$ cat src/rtl/kuznechik_arbiter.sv
// kuznechik_arbiter
// Round-robin front end that shares one Kuznechik cipher core between
// N_REQ requesters. One job is in flight at a time. A job runs
// IDLE -> ISSUE -> WAIT -> RESP -> ACK. A job that times out skips RESP.
//
// Ports
//   clk_i, rst_i     clock; asynchronous active-high reset
//   req_valid_i      per-requester block valid (held until req_ready_o)
//   req_data_i       per-requester 128-bit block, channel i at [128*i +: 128]
//   req_ready_o      one-hot accept strobe, only ever asserted in IDLE
//   rsp_valid_o      per-requester result valid, held until rsp_ready_i[g]
//   rsp_data_o       shared 128-bit result register
//   rsp_ready_i      per-requester result consume
//   err_o            one-cycle timeout pulse for the granted requester
//   busy_o           arbiter not idle
//   core_request_o   one-cycle start pulse to the core
//   core_data_o      registered plaintext to the core
//   core_ack_o       one-cycle result-consumed pulse to the core
//   core_busy_i      core busy, monitored only
//   core_valid_i     core result valid, sampled only in WAIT
//   core_data_i      core result
module kuznechik_arbiter #(
  parameter int N_REQ   = 2,   // 2..4
  parameter int TIMEOUT = 255  // 1..255
) (
  input  logic                 clk_i,
  input  logic                 rst_i,
  input  logic [N_REQ-1:0]     req_valid_i,
  input  logic [128*N_REQ-1:0] req_data_i,
  output logic [N_REQ-1:0]     req_ready_o,
  output logic [N_REQ-1:0]     rsp_valid_o,
  output logic [127:0]         rsp_data_o,
  input  logic [N_REQ-1:0]     rsp_ready_i,
  output logic [N_REQ-1:0]     err_o,
  output logic                 busy_o,
  output logic                 core_request_o,
  output logic [127:0]         core_data_o,
  output logic                 core_ack_o,
  input  logic                 core_busy_i,
  input  logic                 core_valid_i,
  input  logic [127:0]         core_data_i
);

  typedef enum logic [2:0] {
    S_IDLE,
    S_ISSUE,
    S_WAIT,
    S_RESP,
    S_ACK
  } state_t;

  localparam logic [7:0] TIMEOUT_C = 8'(TIMEOUT);

  state_t       r_state;
  state_t       w_next;
  logic [1:0]   r_grant;
  logic [1:0]   r_rr_ptr;
  logic [7:0]   r_cnt;
  logic [127:0] r_core_data;
  logic [127:0] r_rsp_data;

  logic         w_found;
  logic [1:0]   w_gnt;
  logic [127:0] w_req_data;
  logic         w_rsp_rdy;
  logic         w_timeout;

  // The core's busy flag is informational only; nothing here depends on it.
  logic w_unused;
  assign w_unused = core_busy_i;

  // (base + off) mod N_REQ. base < N_REQ and off < N_REQ, so one subtraction
  // is always enough.
  function automatic logic [1:0] wrap_idx(input logic [1:0] base, input int off);
    int s;
    s = int'(base) + off;
    if (s >= N_REQ) s = s - N_REQ;
    return 2'(s);
  endfunction

  // Round-robin pick. Offsets are scanned from the highest down, so the
  // assignment made last comes from the nearest valid requester at or
  // after r_rr_ptr.
  // NOTE: every variable driven in an always_comb gets a default at the top.
  // Without it, a path that skips the assignment infers a latch.
  always_comb begin
    w_found = 1'b0;
    w_gnt   = '0;
    for (int k = N_REQ - 1; k >= 0; k--) begin
      for (int j = 0; j < N_REQ; j++) begin
        if (req_valid_i[j] && (wrap_idx(r_rr_ptr, k) == 2'(j))) begin
          w_found = 1'b1;
          w_gnt   = 2'(j);
        end
      end
    end
  end

  // Channel muxes. One selects the granted requester's block. The other
  // selects the owner's rsp_ready, so the other channels' ready bits are
  // ignored.
  always_comb begin
    w_req_data = '0;
    w_rsp_rdy  = 1'b0;
    for (int j = 0; j < N_REQ; j++) begin
      if (w_gnt == 2'(j))   w_req_data = req_data_i[128*j +: 128];
      if (r_grant == 2'(j)) w_rsp_rdy  = rsp_ready_i[j];
    end
  end

  // Next-state logic. A core_valid_i arriving in the timeout cycle wins.
  always_comb begin
    w_next    = r_state;
    w_timeout = 1'b0;
    case (r_state)
      S_IDLE:  if (w_found) w_next = S_ISSUE;
      S_ISSUE: w_next = S_WAIT;
      S_WAIT: begin
        if (core_valid_i) begin
          w_next = S_RESP;
        end else if (r_cnt == TIMEOUT_C) begin
          w_timeout = 1'b1;
          w_next    = S_ACK;
        end
      end
      S_RESP:  if (w_rsp_rdy) w_next = S_ACK;
      S_ACK:   w_next = S_IDLE;
      default: w_next = S_IDLE;
    endcase
  end

  // Outputs decoded from state. req_ready_o is also gated by rst_i.
  // The state is IDLE while reset is held, and the gate keeps the accept
  // strobe low even if a requester is valid during that time.
  always_comb begin
    for (int j = 0; j < N_REQ; j++) begin
      req_ready_o[j] = (r_state == S_IDLE) && !rst_i && w_found && (w_gnt == 2'(j));
      rsp_valid_o[j] = (r_state == S_RESP) && (r_grant == 2'(j));
      err_o[j]       = w_timeout && (r_grant == 2'(j));
    end
  end

  assign busy_o         = (r_state != S_IDLE);
  assign core_request_o = (r_state == S_ISSUE);
  assign core_ack_o     = (r_state == S_ACK);
  assign core_data_o    = r_core_data;
  assign rsp_data_o     = r_rsp_data;

  // NOTE: sequential state is written with <= only. The registers then all
  // sample pre-edge values, whatever order the statements appear in.
  // The 128-bit data registers are reset as well. After reset, the core and
  // the requesters must see zeros and not stale plaintext or ciphertext.
  always_ff @(posedge clk_i or posedge rst_i) begin
    if (rst_i) begin
      r_state     <= S_IDLE;
      r_grant     <= '0;
      r_rr_ptr    <= '0;
      r_cnt       <= '0;
      r_core_data <= '0;
      r_rsp_data  <= '0;
    end else begin
      r_state <= w_next;
      case (r_state)
        S_IDLE: begin
          if (w_found) begin
            r_grant     <= w_gnt;
            r_core_data <= w_req_data;
          end
        end
        S_ISSUE: r_cnt <= '0;
        S_WAIT: begin
          r_cnt <= r_cnt + 8'd1;
          if (core_valid_i) r_rsp_data <= core_data_i;
        end
        S_ACK:   r_rr_ptr <= wrap_idx(r_grant, 1);
        default: ;
      endcase
    end
  end

endmodule

$ cat config.mk
export PLATFORM = sky130hd
export DESIGN_NAME = kuznechik_arbiter
export DESIGN_NICKNAME = d
export VERILOG_FILES = /design/src/rtl/kuznechik_arbiter.sv
export SDC_FILE = /design/constraint.sdc
export NUM_CORES = 1
export LEC_CHECK = 0
export BUFFER_PORTS_ARGS = -buffer_cell sky130_fd_sc_hd__buf_2
export CAP_MARGIN = 20
export CORE_AREA = 2 2 257 259
export DETAILED_ROUTE_END_ITERATION = 12
export DIE_AREA = 0 0 259 261
export GPL_TIMING_DRIVEN = 0
export PLACE_DENSITY = 0.36
export SYNTH_ARGS = -nofsm -noshare
export SYNTH_HDL_FRONTEND = slang
export SYNTH_SLANG_ARGS = --single-unit
$ cat constraint.sdc
create_clock -name clk_i -period 14.4 [get_ports clk_i]
set_input_delay 2.88 -clock clk_i [delete_from_list [all_inputs] [get_ports clk_i]]
set_output_delay 2.88 -clock clk_i [all_outputs]
set_load 0.1 [all_outputs]
==> results.md <==
- The clock net in this run drives a total of 269 sinks.
- The clock reaches the later pin of the worst-skew pair after 540 ps.
- Counting flops with a built-in enable in the synthesized netlist gives 0.
- The transition time at the pin with the least slew margin is 1147 ps.
- The ratio of cells with drive above 1 in the final layout is 0.4892.
- The total overflow left after global routing is 0.
- Of the synthesized area, sequential elements account for 0.5531.
- Across all hold checks on the routed design, the worst slack comes to 495.4 ps.
- For this configuration, the core starts out at a cell density of 0.1871.
- Among all flip-flop cells after synthesis, the most frequent one is sky130_fd_sc_hd__dfrtp_1.
- Ranked by total cell area, the synthesized netlist is headed by sky130_fd_sc_hd__dfrtp_1 (55%), sky130_fd_sc_hd__mux2_2 (12%), sky130_fd_sc_hd__nand3b_1 (8.0%).
- The tool flagged a number of max-cap violations equal to 0.
- The flip-flop and latch count after synthesis is 269.
- The post-CTS setup buffer count is 0.
- In this run the remaining antenna-violating nets after routing total 0.
- The maximum number of pins on one net before global-route repair is 118.
- In this run the worst path has a maximum fanout of 10.
- The area inside the core boundary is 0.06504 mm^2.
- The async set or reset register ratio after synthesis is 1.000.
- The clock period could shrink to 7456 ps.
- The path category of the worst min-delay check is flip-flop to flip-flop.
- The final layout contains 2184 nets.
- The starting DRC count in detailed routing is 552.
- Summing all flip-flop and latch instances after layout gives 0.006731 mm^2.
- In the finished design, the share of the clock period the worst path needs comes to 0.5178.
- The flow ran to the end, and the final reports show no timing, DRC or antenna violations.
- Static timing analysis puts the maximum clock frequency at 0.1341 GHz.
- The required time at the endpoint of the critical path is 11520 ps.
- The number of warning messages in the yosys log is 0.
- Measured along the x axis, the die boundary spans 259 um.
- The number of hold buffers added after CTS was 0.
- Row generation in the floorplan step produced 94 rows.
- The netlist uses 37 different library cells.
- The total die area is 0.06760 mm^2.
- Setup repair after global routing left no endpoint under its margin.
- The launch point of the worst hold path is r_cnt[7].
- The via density per instance is 4.465.
- Counting the fill cells in the layout gives 7113.
- In the global route stage, overall resource usage came out at 0.1674.
- A synthesized cell averages 11.10 um^2.
- At the worst endpoint, the arrival time is 4580 ps.
- The sort of element at the end of the critical path is an output port.
- The launch instance of the worst register-to-register path is r_rr_ptr[0].
- Clock skew on the completed layout was measured at 17.75 ps.
- The maximum root-to-sink buffer count is 3.
- Routability-driven placement finished with a final weighted congestion of 0.8023.
- The post-cts gate resize count is 0.
- The number of detailed-route iterations in the first pass is 5.
- The met1 usage in global routing is 0.1937.
- The TritonCTS clock tree is built.
- Clock tree synthesis selected as its root buffer the cell sky130_fd_sc_hd__clkbuf_16.
- The gate count after technology mapping is 1096.
- The critical path is of the primary input to output port type.
- The most crowded layer after global routing is met2.
- The floorplan step set the die height to 261 um.
- In this run the tool buffered the top-level ports with 655 buffer cells.
- The fraction of met2 tracks used by global routing is 0.2909.
- The commonest cells after synthesis are sky130_fd_sc_hd__dfrtp_1 (269), sky130_fd_sc_hd__mux2_2 (131), sky130_fd_sc_hd__a21oi_1 (129), sky130_fd_sc_hd__a31oi_1 (129), sky130_fd_sc_hd__nand3b_1 (129).
- The H-tree generated during clock tree synthesis spans 2 levels.
- After detailed routing, the number of remaining DRC violations is 0.
- The detailed-route wire length is 59.42 mm.
- For this design the top-level I/O count stands at 657.
- In this run the worst setup path begins at req_valid_i[1].
- The final count of pins violating max slew is 0.
- The cell area after technology mapping is 0.01217 mm^2.
- The layout overhead on the synthesized area is 46.13%.
- After clock tree synthesis, the clock-pin slew on the worst setup and hold paths is 60 ps.
- Setup violations remaining at the end of the flow were counted as 0.
- The clock buffer count from CTS is 35.
- For this block, the via count after detailed routing is 11990.
- The final hold violation count is 0.
- The wire length of the first global-routing pass is 84.33 mm.
- For met3 alone, demand over resource in global routing was 0.06320.
- The cell with the most instances after synthesis is sky130_fd_sc_hd__dfrtp_1.
- The HPWL after detailed placement is 46.41 mm.
- The post-synthesis net count is 1489.
- The biggest area contributor in the post-synthesis netlist is sky130_fd_sc_hd__dfrtp_1.
- The area of combinational cells with multiple inputs is 0.004892 mm^2.
- In this run the tightest slew margin relative to its limit is 0.2352.
- The sort of element at the start of the critical path is a primary input.
- The via count of the first global-routing pass is 12490.
- The number of antenna violations at the first check in global routing is 30.
- In the final routed layout, each cell accounts on average for 22.13 um.
- Of the post-synthesis cell area, the dominant cell type holds 0.5531.
==> final cells by class <==
cell class / instances / area share
Sequential cell: 269 / 0.3785
Tap cell: 864 / 0.06079
Antenna cell: 8 / 0.001126
Inverter: 6 / 0.001688
Timing Repair Buffer: 658 / 0.1881
Buffer: 118 / 0.02948
Multi-Input combinational cell: 703 / 0.2751
Clock inverter: 7 / 0.005628
Clock buffer: 52 / 0.05966
==> path summary, 6_finish.rpt <==
path | endpoint | slack (ps) | cells after the start
hold / removal | r_cnt[7] | 500 | 1
hold reg to reg | r_cnt[7] | 500 | 1
max in group asynchronous | core_data_o[101] | 10880 | 3
setup / recovery | req_ready_o[0] | 6940 | 7
setup reg to reg | core_data_o[103] | 11930 | 5
min in group asynchronous | core_data_o[8] | 2430 | 2
==> layout by cell type (no fill, tap or decap), drive strengths merged, types with 4 or more instances in the layout <==
| cell type | netlist | layout |
|---|---|---|
| a21oi | 129 | 129 |
| a31oi | 129 | 129 |
| buf | 45 | 703 |
| clkbuf | 73 | 125 |
| clkinv | 0 | 4 |
| dfrtp | 269 | 269 |
| diode | 0 | 8 |
| inv | 6 | 7 |
| mux2 | 131 | 131 |
| nand2 | 10 | 10 |
| nand3 | 9 | 9 |
| nand3b | 129 | 129 |
| nor2 | 5 | 5 |
| nor3 | 4 | 4 |
| o21ai | 129 | 129 |
==> state kept, by name, indices dropped and copies added (netlist names) <==
name,flops
r_rr_ptr,1
core_data_o,128
r_state,3
rsp_data_o,128
r_cnt,8
r_grant,1
==> metal layers <==
metal | routed length, um | up-vias
met4 | 1318 | 38
met1 | 23130 | 5876
li1 | - | 5461
met5 | 247 | -
met2 | 29220 | 506
met3 | 5501 | 108
==> kinds of logic (layout without fill, tap and decap cells) <==
logic type | after synthesis | in the layout | synth area share
AO/OA/AOI/OAI | 395 | 395 | 0.1778
adder cells (fa/ha/maj) | 1 | 1 | 0.001028
buffers and inverters | 124 | 841 | 0.04493
flip-flops | 269 | 269 | 0.5531
multiplexers | 134 | 134 | 0.1237
other | 0 | 8 | 0
AND/OR/NAND/NOR | 173 | 173 | 0.09952
==> worst max-delay path, cell delays in order <==
cell and delay, ps:
sky130_fd_sc_hd__buf_2 120, sky130_fd_sc_hd__or2_2 110, sky130_fd_sc_hd__clkbuf_1 170, sky130_fd_sc_hd__clkbuf_1 460, sky130_fd_sc_hd__nand2_1 200, sky130_fd_sc_hd__nor3_1 190, sky130_fd_sc_hd__buf_2 450
==> through the flow <==
stage          area, um^2  cells    util  worst slack, ps  TNS, ps
2_1_floorplan       12170   1096       -             1677        0
3_3_place_gp        16530   2615  0.2541            -1396   -55980
3_5_place_dp        16600   2618  0.2553             6950        0
4_1_cts             17760   2677  0.2731             6923        0
5_1_grt             17770   2681  0.2733             6773        0
6_report            17780   2685  0.2734             6944        0
Power is left out: the tool's default activity adds up to more than one toggle a clock period on the data nets, which glitch-free logic cannot reach.
